==> config.mk <==
export PLATFORM = sky130hd
export DESIGN_NAME = top_level
export DESIGN_NICKNAME = d
export VERILOG_FILES = /design/src/rtl/enc_pkg.sv /design/src/rtl/data_mem.sv /design/src/rtl/top_level.sv
export SDC_FILE = /design/constraint.sdc
export NUM_CORES = 1
export LEC_CHECK = 0
export BUFFER_PORTS_ARGS = -buffer_cell sky130_fd_sc_hd__buf_2
export CAP_MARGIN = 30
export CORE_UTILIZATION = 35
export CTS_BUF_LIST = sky130_fd_sc_hd__clkbuf_16
export DETAILED_ROUTE_END_ITERATION = 8
export PLACE_DENSITY = 0.62
export SYNTH_ARGS = -nofsm -noshare
export SYNTH_HDL_FRONTEND = slang
export SYNTH_SLANG_ARGS = --single-unit
==> constraint.sdc <==
create_clock -name clk -period 1.4 [get_ports clk]
set_input_delay 0.07 -clock clk [delete_from_list [all_inputs] [get_ports clk]]
set_output_delay 0.07 -clock clk [all_outputs]
set_load 0.005 [all_outputs]
==> src/rtl/enc_pkg.sv <==
// Shared types and constants for the program-1 message-encryption engine.
package enc_pkg;

  // Controller states, in run order.
  typedef enum logic [2:0] {
    IDLE,
    LD_PRE,
    LD_TAP,
    LD_INIT,
    RUN,
    DONE
  } state_t;

  // Fixed memory map (byte addresses).
  localparam logic [7:0] MSG_BASE  = 8'd0;
  localparam logic [7:0] PRE_ADDR  = 8'd61;
  localparam logic [7:0] TAP_ADDR  = 8'd62;
  localparam logic [7:0] SEED_ADDR = 8'd63;
  localparam logic [7:0] OUT_BASE  = 8'd64;

  // Number of encrypted bytes produced per run.
  localparam int NUM_OUT = 64;

  // One LFSR step: shift the low six bits up, insert the tap parity at bit 0.
  // Bit 7 of the result is always 0; bit 7 of the seed only feeds the parity.
  function automatic logic [7:0] lfsr_next(input logic [7:0] cur, input logic [7:0] taps);
    return {1'b0, cur[5:0], ^(cur & taps)};
  endfunction

endpackage

==> src/rtl/data_mem.sv <==
// 256x8 data memory: combinational read, synchronous single-port write.
module data_mem
  import enc_pkg::*;
(
  input  logic       clk,
  input  logic       we,
  input  logic [7:0] waddr,
  input  logic [7:0] wdata,
  input  logic [7:0] raddr,
  output logic [7:0] rdata
);

  logic [7:0] core [256];

  assign rdata = core[raddr];

  // Write port: one byte per cycle when enabled.
  // NOTE: the array has no reset on purpose -- its contents (the message and
  // any outputs already written) must survive a reset of the engine.
  always_ff @(posedge clk) begin
    if (we) core[waddr] <= wdata;
  end

endmodule

==> src/rtl/top_level.sv <==
// Message-encryption engine: reads a biased message, preamble length, LFSR
// taps and seed from DM1, writes 64 encrypted bytes back and raises ack.
module top_level
  import enc_pkg::*;
(
  input  logic clk,
  input  logic reset,
  input  logic Start,
  output logic ack
);

  localparam logic [5:0] LAST_IDX = 6'(NUM_OUT - 1);

  state_t     state, state_nxt;
  logic [7:0] pre, taps, lfsr;
  logic [5:0] idx;

  logic       we;
  logic [7:0] raddr, rdata, waddr, wdata;
  logic [7:0] pos, src, ch;

  data_mem DM1 (
    .clk   (clk),
    .we    (we),
    .waddr (waddr),
    .wdata (wdata),
    .raddr (raddr),
    .rdata (rdata)
  );

  // State register; reset returns to IDLE and aborts any run in progress.
  // NOTE: sequential state uses non-blocking assignments so every flop samples
  // pre-edge values regardless of statement order.
  always_ff @(posedge clk) begin
    if (reset) state <= IDLE;
    else       state <= state_nxt;
  end

  // Next-state logic.
  // NOTE: state_nxt gets a default before the case so no path infers a latch.
  always_comb begin
    state_nxt = state;
    case (state)
      IDLE:    if (!Start) state_nxt = LD_PRE;
      LD_PRE:  state_nxt = LD_TAP;
      LD_TAP:  state_nxt = LD_INIT;
      LD_INIT: state_nxt = RUN;
      RUN:     if (idx == LAST_IDX) state_nxt = DONE;
      DONE:    if (Start) state_nxt = IDLE;
      default: state_nxt = IDLE;
    endcase
  end

  // Datapath: read address selection, padding, encryption and write port.
  always_comb begin
    pos   = {2'b00, idx};
    src   = pos - pre;
    raddr = MSG_BASE + src;
    case (state)
      LD_PRE:  raddr = PRE_ADDR;
      LD_TAP:  raddr = TAP_ADDR;
      LD_INIT: raddr = SEED_ADDR;
      default: raddr = MSG_BASE + src;
    endcase
    // Preamble positions encrypt a zero character.
    ch    = (pos < pre) ? 8'h00 : rdata;
    wdata = {1'b0, ch[6:0] ^ lfsr[6:0]};
    waddr = OUT_BASE + pos;
    // Reset wins over a pending write in the same cycle.
    we    = (state == RUN) && !reset;
  end

  // Configuration latches, LFSR and output index.
  always_ff @(posedge clk) begin
    if (reset) begin
      pre  <= 8'h00;
      taps <= 8'h00;
      lfsr <= 8'h00;
      idx  <= 6'd0;
    end else begin
      case (state)
        LD_PRE:  pre  <= rdata;
        LD_TAP:  taps <= rdata;
        LD_INIT: begin
          lfsr <= rdata;
          idx  <= 6'd0;
        end
        RUN: begin
          lfsr <= lfsr_next(lfsr, taps);
          idx  <= idx + 6'd1;
        end
        default: ;
      endcase
    end
  end

  // ack decodes directly from the state flop, so it is glitch-free and 0 out of reset.
  assign ack = (state == DONE);

endmodule

# Yosys cells after proc, flatten, opt, wreduce, memory -nomap -nowiden
# Cells that the tools add are included.
# classes
reduce_logical,3
order_cmp,0
n_shift,0
n_mul,0
n_div,0
n_eq_ne,9
bitwise,0
add_sub_neg,1
muxes,5
# op_table
cell,n
3-bit one-hot mux with 6 select lines,1
6-bit one-hot mux with 2 select lines,1
3-bit two-way mux,3
"6-bit by 1-bit adder with 6-bit output, second input constant",1
"3-bit by 2-bit equality test with 1-bit output, second input constant",2
"3-bit equality test, second input constant",2
"6-bit equality test, second input constant",1
"2-bit != test, second input constant",3
"3-bit by 1-bit equality test with 1-bit output, second input constant",1
3-bit logical NOT,1
3-bit AND reduction,1
2-bit nonzero test,1
# word_totals
latchBits,0
mem_bits_ro,0
ff_bits,9
ramBits,0
in_bits,3
mem_count,0

# Longest topological paths before layout
# depth
depth_word,3
mapped_depth,5

# Worst setup path before layout
# No wires, ideal clock.
# synth_path
path_kind,reg2reg
from,register state[0]
to,register idx[3]
n_path_buf,2
arrival_time_ns,1.059
setup_slack_ns,0.220
stages_incl_launch_ff,6
setup_time_ns,0.121
synth_period_minus_slack_ns,1.180
path_cell_list,dfxtp_1 > buf_2 > nor2b_4 > buf_6 > nand4_1 > mux2_4
# synth_via
elab_chain_cells,2
elab_cells_between_ends,4
cone_classes,2 x eq/ne; 1 x mux; 1 x reduce/logical
# synth_lines
element,line_no,rtl
"start, declared",top_level.sv:14,"state_t state, state_nxt;"
"start signal, assigned",top_level.sv:36,else state <= state_nxt;
3-bit equality test or 3-bit by 2-bit equality test with 1-bit output (tied branches),top_level.sv:81,case (state)
6-bit one-hot mux with 2 select lines or 2-bit nonzero test (tied branches),n/a,
"end signal, assigned",top_level.sv:90,idx <= idx + 6'd1;
"end, declared",top_level.sv:16,logic [5:0] idx;
# Several ways; a longest one is shown, not always the timed one.
# A chain may end at the register's enable or synchronous reset.

# Worst setup path after layout
# layout_path
from,register state[1]
to,output port ack
# layout_via
elab_chain_cells,1
# layout_lines
element,line_no,rtl
3-bit equality test,top_level.sv:98,assign ack = (state == DONE);
"end, declared",top_level.sv:9,output logic ack
# Every way passes these cells.

==> results.md <==
* Period utilization at 92.8%
* Avg WL per Cell at between 10 and 15 um
* Overflow after GRT at 0
* Die Y at 41.5 um
* Share of layout cells above drive strength 1 at 26.2%
* Via Count at about 400
* RSZ-0062 raised after global routing: no
* Pwr/cell area at 1340 mW/mm^2
* Number of fill cells at 128
* Max-cap violation count at 0
* Outcome: completed
* Initial Utilization at between 30 and 40%
* Crit path buffers/inverters at 2
* Largest net degree at the start of global routing at 13
* Wl on met1 at ~510 um
* Finished Layout Cells at 76
* Cells after Synth at 56
* Mapped Avg Cell Area at 9.76 sq um
* Total global-route track usage at 14.5%
* Worst skew pair latency at 0.24 ns
* Die area at 0.00172 sq mm
* FF/Latch Area at about 180 sq um
* Final Hold Vio Count at 0
* Global placement routability congestion at 0.693
* CTS tree: built
* Remaining DRCs at 0
* Register bit total from synthesis at 9
* Hold-fix buffer count after cts at 0
* Setup TNS at 0 ns
* CTS clock-pin slew for the worst setup and hold paths at 0.04 ns
* Hold WS at 0.167 ns
* Final HPWL DP at 747 um
* DRT Wirelength at around 1000 um
* HP Class: primary input to flip-flop
* Mapped Nets at 60
* Resize count post-CTS at 0
* # diodes at 0
* Area growth, synth to finish at 18.3%
* Dpl ws at 0.124 ns
* CP Launch Type: flip-flop
* Final core occ at 46.8%
* Max Transition Viols Final at 0
* Delay of the slowest critical-path stage at 0.46 ns
* Design area at 647 sq um
* Root Buffer: clkbuf_16
* Row count at 13
* Worst Setup End Kind: output port
* Top Layer Used: met4
* Multi-input logic area at 332 sq um
* Vias in the first global route at about 380
* WP data required at 1.33 ns
* Power, Total at 0.868 mW
* Tightest Pin Transition at 0.351 ns
* Clock Sink Count at 9
* Worst path slowest cell: dfxtp_1
* Max FO, Critical Path at 7
* Placed Area at ~570 sq um
* Setup-failing EPs final at 0
* Yosys warnings at 0
* Core area at 0.00138 sq mm
* Clock buffer depth at 2
* Initial antenna violation count at 0
* Drt pass-1 iters at 3
* Fmax at 770 MHz
* WS Path Type: flip-flop to output port
* WL met3 at 51 um
* Netlist cell types at 31
* Clock Skew at 0.00114 ns
* Post-DRT Antenna Nets at 0
* Crit path cell chain: buf_4 > and3b_2 > buf_2
* Leakage at approximately 0.28 nW
* Setup slack after layout at about 0.10 ns
* Post-CTS setup buffer count at 0
* First-pass GRT wire length at 1750 um
* Io pins at 4
* Initial drt markers at 1
* Tmin final at 1.30 ns
* Slew margin rel. at about three quarters
* TritonCTS Buffers at 3
* Routed vias/inst at 5.39
* Final net count at 66
* Arrival time worst endpoint at 1.23 ns
* Met2 wire len at 437 um
* Peak supply drop at 0.000940 V
* Placed instance count at between 70 and 80
* Post-synthesis sequential area ratio at 33.0%
* CTS H-Tree Depth at 1
* Delay-heaviest family, CP: flip-flops
* Post-Syn Area at roughly 550 sq um
* Port Buffer Count at 3
* Die width at between 40 and 50 um
[cells in the final DEF (no fill, tap or decap)]
cell       synthesis  layout
dfxtp_1            9       9
nor2_1             5       5
nand4_1            4       4
inv_1              2       3
nand3b_1           3       3
nand2_1            3       3
clkbuf_16          0       3
buf_2              1       3
nand2b_1           2       2
a21boi_0           2       2
a21oi_1            2       2
and3b_1            2       2
mux2_4             2       2
buf_4              1       2
and3b_2            1       1
nor3b_2            1       1
nor2b_4            1       1
a2111oi_2          1       1
and4b_1            1       1
o21bai_1           1       1
a211oi_1           1       1
a22oi_1            1       1
xnor2_1            1       1
nor3_1             1       1
nor2b_1            1       1
mux2i_1            1       1
a21oi_2            1       1
and3_1             1       1
a2111oi_4          1       1
ha_1               1       1
[worst paths after layout]
path                            startpoint        to  slack (ns)  cells past startpoint
worst max-delay path              state[1]       ack        0.10                      3
worst min-delay path                 reset  state[0]        0.17                      2
worst max register to register    state[0]    idx[3]        0.13                      3
worst min register to register      idx[4]    idx[4]        0.51                      2
[area by class of cell]
type	instances	area share, %
multi-input combinational	41	51.3
tap	15	2.90
timing repair buffer	5	4.64
inverter	2	1.16
clock inverter	1	0.580
clock buffer	3	11.6
sequential	9	27.9
[kinds of logic (layout without fill, tap and decap cells)]
group / after synthesis / in the layout / share of synthesized area [%]
and+or+nand+nor: 26 / 26 / 31.3
AOI/OAI and AO/OA: 10 / 10 / 18.1
DFF: 9 / 9 / 33.0
buffers and inverters: 6 / 11 / 6.41
muxes: 3 / 3 / 7.32
adders and majority gates: 1 / 1 / 2.29
xor gates and xnor gates: 1 / 1 / 1.60
[flip-flops by register name, summed over array words and instances, names as in the netlist]
signal and count:
idx 6, state 3
[cells in the mapped netlist]
cell,instances,area share (%)
nor2b_1,1,1.1
nand2_1,3,2.1
nand3b_1,3,4.1
a22oi_1,1,1.4
and3b_1,2,3.2
a2111oi_2,1,2.7
and4b_1,1,1.8
a21oi_1,2,1.8
nand4_1,4,4.6
nand2b_1,2,2.3
xnor2_1,1,1.6
a21boi_0,2,2.7
o21bai_1,1,1.4
ha_1,1,2.3
nor3_1,1,0.91
a211oi_1,1,1.4
buf_2,1,0.91
a2111oi_4,1,5.0
and3b_2,1,1.8
buf_4,1,1.4
a21oi_2,1,1.6
clkbuf_1,1,0.69
nor3b_2,1,2.3
nor2b_4,1,2.5
buf_6,1,2.1
dfxtp_1,9,33
inv_1,2,1.4
and3_1,1,1.1
mux2i_1,1,1.8
mux2_4,2,5.5
nor2_1,5,3.4
[metal layers]
layer,vias up,global-route usage (%)
li1,214,-
met1,183,16.1
met2,9,20.0
met3,4,8.26
met4,0,11.6
met5,-,0
[power breakdown]
group          switching (mW)  internal [mW]  total [mW]
combinational          0.0344         0.0376      0.0720
clock                   0.131          0.374       0.505
sequential             0.0225          0.268       0.291
total                   0.188          0.680       0.868
[worst register-to-register path: cells and delay by family, from the launching register on]
family	cells	cell delay (ns)
AND/OR/NAND/NOR	2	0.39
multiplexers	1	0.25
flip-flops	1	0.52
(Power assumes the default switching activity.)
